===== src/rtl/mul_result_sequencer.sv =====
// mul_result_sequencer: holds operands on the Booth multiplier, captures the product and writes LO/HI over the shared bus.
// Optional ovf flag port enabled by defining MUL_OVF_FLAG_EN.
module mul_result_sequencer #(
  parameter int SETTLE_CYCLES = 2,
  parameter int WIDTH = 32
) (
  input  logic             clk,
  input  logic             clr,
  input  logic             start,
  input  logic [WIDTH-1:0] x_in,
  input  logic [WIDTH-1:0] y_in,
  output logic [WIDTH-1:0] mul_x,
  output logic [WIDTH-1:0] mul_y,
  output logic             mul_en,
  input  logic [WIDTH-1:0] prod_lo,
  input  logic [WIDTH-1:0] prod_hi,
  output logic             bus_req,
  input  logic             bus_gnt,
  output logic [WIDTH-1:0] bus_out,
  output logic             lo_wr,
  output logic             hi_wr,
  output logic             busy,
  output logic             done
`ifdef MUL_OVF_FLAG_EN
  , output logic           ovf
`endif
);
  localparam int CW = SETTLE_CYCLES > 1 ? $clog2(SETTLE_CYCLES) : 1;
  localparam logic [CW-1:0] LAST = CW'(SETTLE_CYCLES > 0 ? SETTLE_CYCLES - 1 : 0);
  typedef enum logic [2:0] {S_IDLE, S_SETTLE, S_CAPTURE, S_XFER_LO, S_XFER_HI, S_DONE} state_t;
  state_t state, nxt;
  logic [CW-1:0] cnt;
  logic [WIDTH-1:0] zlo, zhi;
  always_ff @(posedge clk or posedge clr) begin
    if (clr) begin
      state <= S_IDLE;
      cnt <= '0;
      mul_x <= '0;
      mul_y <= '0;
      zlo <= '0;
      zhi <= '0;
    end else begin
      state <= nxt;
      cnt <= state == S_SETTLE ? cnt + 1'b1 : '0;
      if (state == S_IDLE && start) begin
        mul_x <= x_in;
        mul_y <= y_in;
      end
      if (state == S_CAPTURE) begin
        zlo <= prod_lo;
        zhi <= prod_hi;
      end
    end
  end
`ifdef MUL_OVF_FLAG_EN
  // Evaluated on the words being captured, so it tracks zlo/zhi exactly.
  always_ff @(posedge clk or posedge clr) begin
    if (clr) ovf <= 1'b0;
    else if (state == S_CAPTURE) ovf <= prod_hi != {WIDTH{prod_lo[WIDTH-1]}};
  end
`endif
  always_comb begin
    nxt = state;
    case (state)
      S_IDLE:    if (start) nxt = SETTLE_CYCLES == 0 ? S_CAPTURE : S_SETTLE;
      S_SETTLE:  if (cnt == LAST) nxt = S_CAPTURE;
      S_CAPTURE: nxt = S_XFER_LO;
      S_XFER_LO: if (bus_gnt) nxt = S_XFER_HI;
      S_XFER_HI: if (bus_gnt) nxt = S_DONE;
      default:   nxt = S_IDLE;
    endcase
    mul_en = state == S_SETTLE || state == S_CAPTURE;
    bus_req = state == S_XFER_LO || state == S_XFER_HI;
    lo_wr = state == S_XFER_LO && bus_gnt;
    hi_wr = state == S_XFER_HI && bus_gnt;
    bus_out = lo_wr ? zlo : hi_wr ? zhi : '0;
    busy = state != S_IDLE;
    done = state == S_DONE;
  end
endmodule

===== config.mk =====
export PLATFORM = sky130hd
export DESIGN_NAME = mul_result_sequencer
export DESIGN_NICKNAME = d
export VERILOG_FILES = /design/src/rtl/mul_result_sequencer.sv
export SDC_FILE = /design/constraint.sdc
export NUM_CORES = 1
export LEC_CHECK = 0
export BUFFER_PORTS_ARGS = -buffer_cell sky130_fd_sc_hd__clkbuf_2
export CAP_MARGIN = 20
export CORE_UTILIZATION = 52
export DETAILED_ROUTE_END_ITERATION = 10
export HOLD_SLACK_MARGIN = 0.1
export PLACE_DENSITY = 0.92
export SLEW_MARGIN = 10
export SYNTH_ARGS = -nofsm -noshare
export SYNTH_HDL_FRONTEND = slang
export SYNTH_SLANG_ARGS = --single-unit

===== constraint.sdc =====
create_clock -name clk -period 5.85 [get_ports clk]
set_clock_uncertainty 0.1 [all_clocks]
set_input_delay 0.2925 -clock clk [delete_from_list [all_inputs] [get_ports clk]]
set_output_delay 0.2925 -clock clk [all_outputs]
set_load 0.02 [all_outputs]

## Yosys cells after proc, flatten, opt, wreduce, memory -nomap -nowiden

Index checks and enable logic that the tools add are counted.

| storage, ports and cells | value |
|---|---|
| bits of input ports | 132 |
| output and inout bits | 102 |
| logic and storage cells | 32 |
| flip-flop bits (word level) | 132 |

| cells by class | value |
|---|---|
| add/subtract/negate cells | 1 |
| mux-type cells | 8 |
| reduce and logical (&&, ||, !) cells | 8 |
| eq/ne operators | 9 |

Operators by type and width:

| kind | number |
|---|---|
| $mux W32 | 2 |
| $pmux W3 S5 | 1 |
| $mux W3 | 4 |
| $ne A2 B2 Y1 const B | 4 |
| $eq A3 B2 Y1 const B | 2 |
| $eq A3 B3 Y1 const B | 2 |
| $reduce_and A4 Y1 | 1 |
| $eq A3 B1 Y1 const B | 1 |
| $logic_and A1 B1 Y1 | 3 |
| $logic_not A3 Y1 | 1 |
| $reduce_bool A3 Y1 | 1 |
| $logic_or A1 B1 Y1 | 2 |
| $add A1 B1 Y1 const B | 1 |
| $mux W1 | 1 |

## Depth between registers and ports, before layout

| logic depth | value |
|---|---|
| depth after elaboration | 4 |
| depth in mapped cells | 5 |
| mapped depth without buffers | 3 |

## Worst setup path before layout

OpenSTA, ideal clock, no wires.

| path | value |
|---|---|
| path kind | reg-to-reg |
| start | register state[0] |
| end | register mul_x[0] |
| stages on the path, launching flop included | 6 |
| arrival time | 1.650 ns |
| period minus slack after synthesis | 1.875 ns |
| setup slack | 3.975 ns |
| required time | 5.625 ns |
| buffers on the path | 2 |
| setup time | 0.125 ns |
| cell sequence | dfrtp_1 -> buf_6 -> or3_4 -> nor2_8 -> buf_12 -> mux2_4 |

| between the ends | value |
|---|---|
| word-level cells in the longest chain between the ends | 2 |

Ends and longest elaborated chain:

| element | RTL line | text |
|---|---|---|
| start: declaration | 31 | `state_t state, nxt;` |
| start signal: assignment | 43 | `state <= nxt;` |
| $logic_not A3 Y1 | 45 | `if (state == S_IDLE && start) begin` |
| $logic_and A1 B1 Y1 | 45 |  |
| end signal: assignment | 46 | `mul_x <= x_in;` |
| end: declaration | 12 | `output logic [WIDTH-1:0] mul_x,` |

No other way between the ends.
A chain may end at the register's enable or synchronous reset.

## Final worst setup path

| path | value |
|---|---|
| start | register state[2] |
| end | output port bus_out[2] |

| between the ends | value |
|---|---|
| word-level cells in the longest chain between the ends | 4 |
| elaborated cells on any way between the ends | 6 |
| those cells by class | eq/ne (2); mux (2); reduce/logical (2) |

Ends and longest elaborated chain:

| element | RTL line | text |
|---|---|---|
| $eq A3 B3 Y1 | 75 | `hi_wr = state == S_XFER_HI && bus_gnt;` |
| $logic_and A1 B1 Y1 | 75 |  |
| $mux W32 | 76 | `bus_out = lo_wr ? zlo : hi_wr ? zhi : '0;` |
| $mux W32 * | 76 |  |
| end: declaration | 19 | `output logic [WIDTH-1:0] bus_out,` |

Every way passes the cells marked *; elsewhere a longest branch is shown, timed or not.

==> impl_metrics.csv <==
group,metric,value,unit
run_status,status,"complete, no violations",
clock_tree,cts_buffers,17,
logic_synthesis,syn_inst,411,
clock_tree,cts_tree,"done",
logic_synthesis,yosys.area.top_type,"dfrtp_1",
global_route,first_global_vias,5274,
logic_synthesis,async_flop_share,100,%
logic_synthesis,synth_top_area_share,57.0,%
logic_synthesis,synth-main-ff-cell,"dfrtp_1",
timing,setup_tns,0,ns
drt,viasPerCell,5.28,
drt,drc,0,
finish,finalNonFillerCells,923,
global_route,antenna_found_initial,0,
drt,wl_met1,6650,um
drt,dr.first_iter.drc_count,228,
clock_tree,clk_pin_slew,0.06,ns
power,power.leakage,0.00435,uW
logic_synthesis,netlist_area,5800,um^2
hold_path,hold_path.class,"input port to flip-flop",
placement,placement.io_buffers,233,
finish,drive_gt1_share,51.2,%
clock_tree,cts.sinks,132,
timing,fmax,339,MHz
drt,drt_wl_total,18300,um
global_route,grt_pass1_wl,27200,um
timing,drv_slew,0,
floorplan,start_util,53.5,%
clock_tree,h-tree-depth,4,
timing,worstMarginPinSlew,1.00,ns
job,maxCapViolCount,0,
logic_synthesis,yosys-top-cells-area,"dfrtp_1 (57%), mux2_4 (16%), mux2_2 (13%)",
logic_synthesis,syn-num-nets,543,
clock_tree,clockBufferDepth,2,
drt,avgRoutedWirePerCell,19.8,um
drt,dr.pass1.iters,4,
worst_setup_path,worstSetupEndpointType,"primary output",
logic_synthesis,synthTopCellsByCount,"dfrtp_1 (132), mux2_2 (68), nand2_1 (67)",
worst_setup_path,path_class,"flip-flop to primary output",
drt,highest_layer,"met4",
placement,gp_congestion,0.762,
worst_setup_path,worst_ep_required_time,5.46,ns
power,irDropWorstVdd,0.353,mV
worst_setup_path,critPathMaxFanout,19,
floorplan,die_h,108,um
floorplan,die_w,108,um
logic_synthesis,synth-seq-cells,132,
timing,relSlewSlack,33.2,%
global_route,grt_remaining_overflow,0,
logic_synthesis,yosys.cell_count.top_type,"dfrtp_1",
logic_synthesis,yosys_warnings,0,
clock_tree,cts_setup_buffers,0,
placement,dp_cells,761,
power,powerDensity,535,nW/um^2
finish,nNetsFinal,902,
global_route,grt_max_degree,79,
finish,area_growth,53.4,%
floorplan,io_pins,234,
placement,dp.final_hpwl,9600,um
floorplan,row_count,38,
timing,layout_min_cycle_time,2.95,ns
drt,wl_met2,9680,um
logic_synthesis,yosysSeqAreaShare,57.0,%
drt,final_antenna_net_count,0,
floorplan,die-area,11600,um^2
worst_setup_path,worstPathArrival,2.56,ns
logic_synthesis,syn_avg_cell_area,14.1,um^2
logic_synthesis,synth-edff-count,0,
timing,setup_viol_count_final,0,
finish,diodes,0,
logic_synthesis,synth.distinct_cells,25,
global_route,grt_use_total,32.1,%
clock_tree,cts_root_buf,"clkbuf_8",
power,power.total,4750,uW
timing,min_period_over_period,50.4,%
drt,wl_met3,1240,um
floorplan,coreArea,10800,um^2
timing,rsz0062_at_grt,"no",
drt,num_vias,4873,
timing,hold_viol,0,
timing,finalHoldWorstSlack,0.175,ns
clock_tree,clock_latency,0.52,ns
worst_setup_path,critPathLaunchType,"flip-flop",
per-layer routing:
metal / GRT usage, % / vias up
li1: - / 2160
met1: 33.3 / 2394
met2: 58.7 / 250
met3: 8.66 / 69
met4: 16.9 / 0
met5: 0 / -
power breakdown:
group	switching [uW]	internal, uW
sequential	331	1390
clock	396	714
combinational	953	970
total	1680	3070
cells in the final DEF, fill, tap and decap left out:
cell type,n
clkbuf_2,232
dfrtp_1,132
dlygate4sd3_1,129
mux2_2,68
nand2_1,67
mux2_4,60
o22ai_1,33
clkbuf_16,16
buf_4,6
nor2_1,5
bufinv_16,4
clkbuf_1,4
nand2b_1,3
clkbuf_8,3
clkinv_2,3
inv_1,2
nor3b_2,1
or3_4,1
nor2_8,1
o221a_2,1
nor2b_1,1
a22oi_1,1
nand3b_1,1
a21oi_1,1
and2_1,1
nor3_1,1
inv_4,1
o21ai_0,1
clkinvlp_4,1
clkinv_4,1
buf_2,1
buf_16,1
critical path: stages (launching register included):
cell and delay, ns:
dfrtp_1 0.48, nand3b_1 0.64, buf_4 0.43, o22ai_1 0.23, clkbuf_2 0.24
repair_timing:
| item | 4_1_cts | 5_1_grt |
|---|---|---|
| hold buffers | 129 | 0 |
| gates resized for setup | 0 | 0 |
| endpoints found under the hold margin | 205 | 0 |
worst paths after layout:
check,from,to,slack (ns),cells past startpoint
setup / recovery,state[2]$_DFFE_PP0P_,bus_out[2],2.90,4
hold / removal,start,state[0]$_DFFE_PP0P_,0.17,4
setup reg to reg,state[0]$_DFFE_PP0P_,mul_x[18]$_DFFE_PP0P_,3.21,4
hold reg to reg,cnt$_DFF_PP0_,cnt$_DFF_PP0_,0.38,1
max in group asynchronous,clr,zhi[14]$_DFFE_PP0N_,3.93,4
min in group asynchronous,clr,mul_x[7]$_DFFE_PP0P_,0.44,3
stage by stage:
step	cell area [um^2]	setup slack, ns	util, %
floorplan	5800	1.93	-
global placement	6960	3.36	64.2
detailed placement	6960	3.25	64.2
CTS	8860	2.90	81.8
global route	8890	2.77	82.0
finish	8890	2.90	82.0
cells by family after synthesis:
| kind of cell | count (synthesis) | share of synthesized area (%) |
|---|---|---|
| flip-flops | 132 | 57.0 |
| multiplexers | 128 | 28.8 |
| AND/OR/NAND/NOR | 82 | 6.09 |
| AO/OA/AOI/OAI | 37 | 4.06 |
| buffers and inverters | 32 | 4.10 |
flip-flops by register name (all words and copies together) (netlist names):
signal and flops:
mul_x 32, mul_y 32, zhi 32, zlo 32, state 3, cnt 1
cell type report:
class	count	area, um^2
tap	140	175
multi-input combinational	247	2260
clock buffer	23	457
inverter	3	13.8
sequential	132	3300
timing repair buffer	369	2530
clock inverter	9	151
fill	568	1950
No activity file was read; power rests on OpenSTA's default activity.
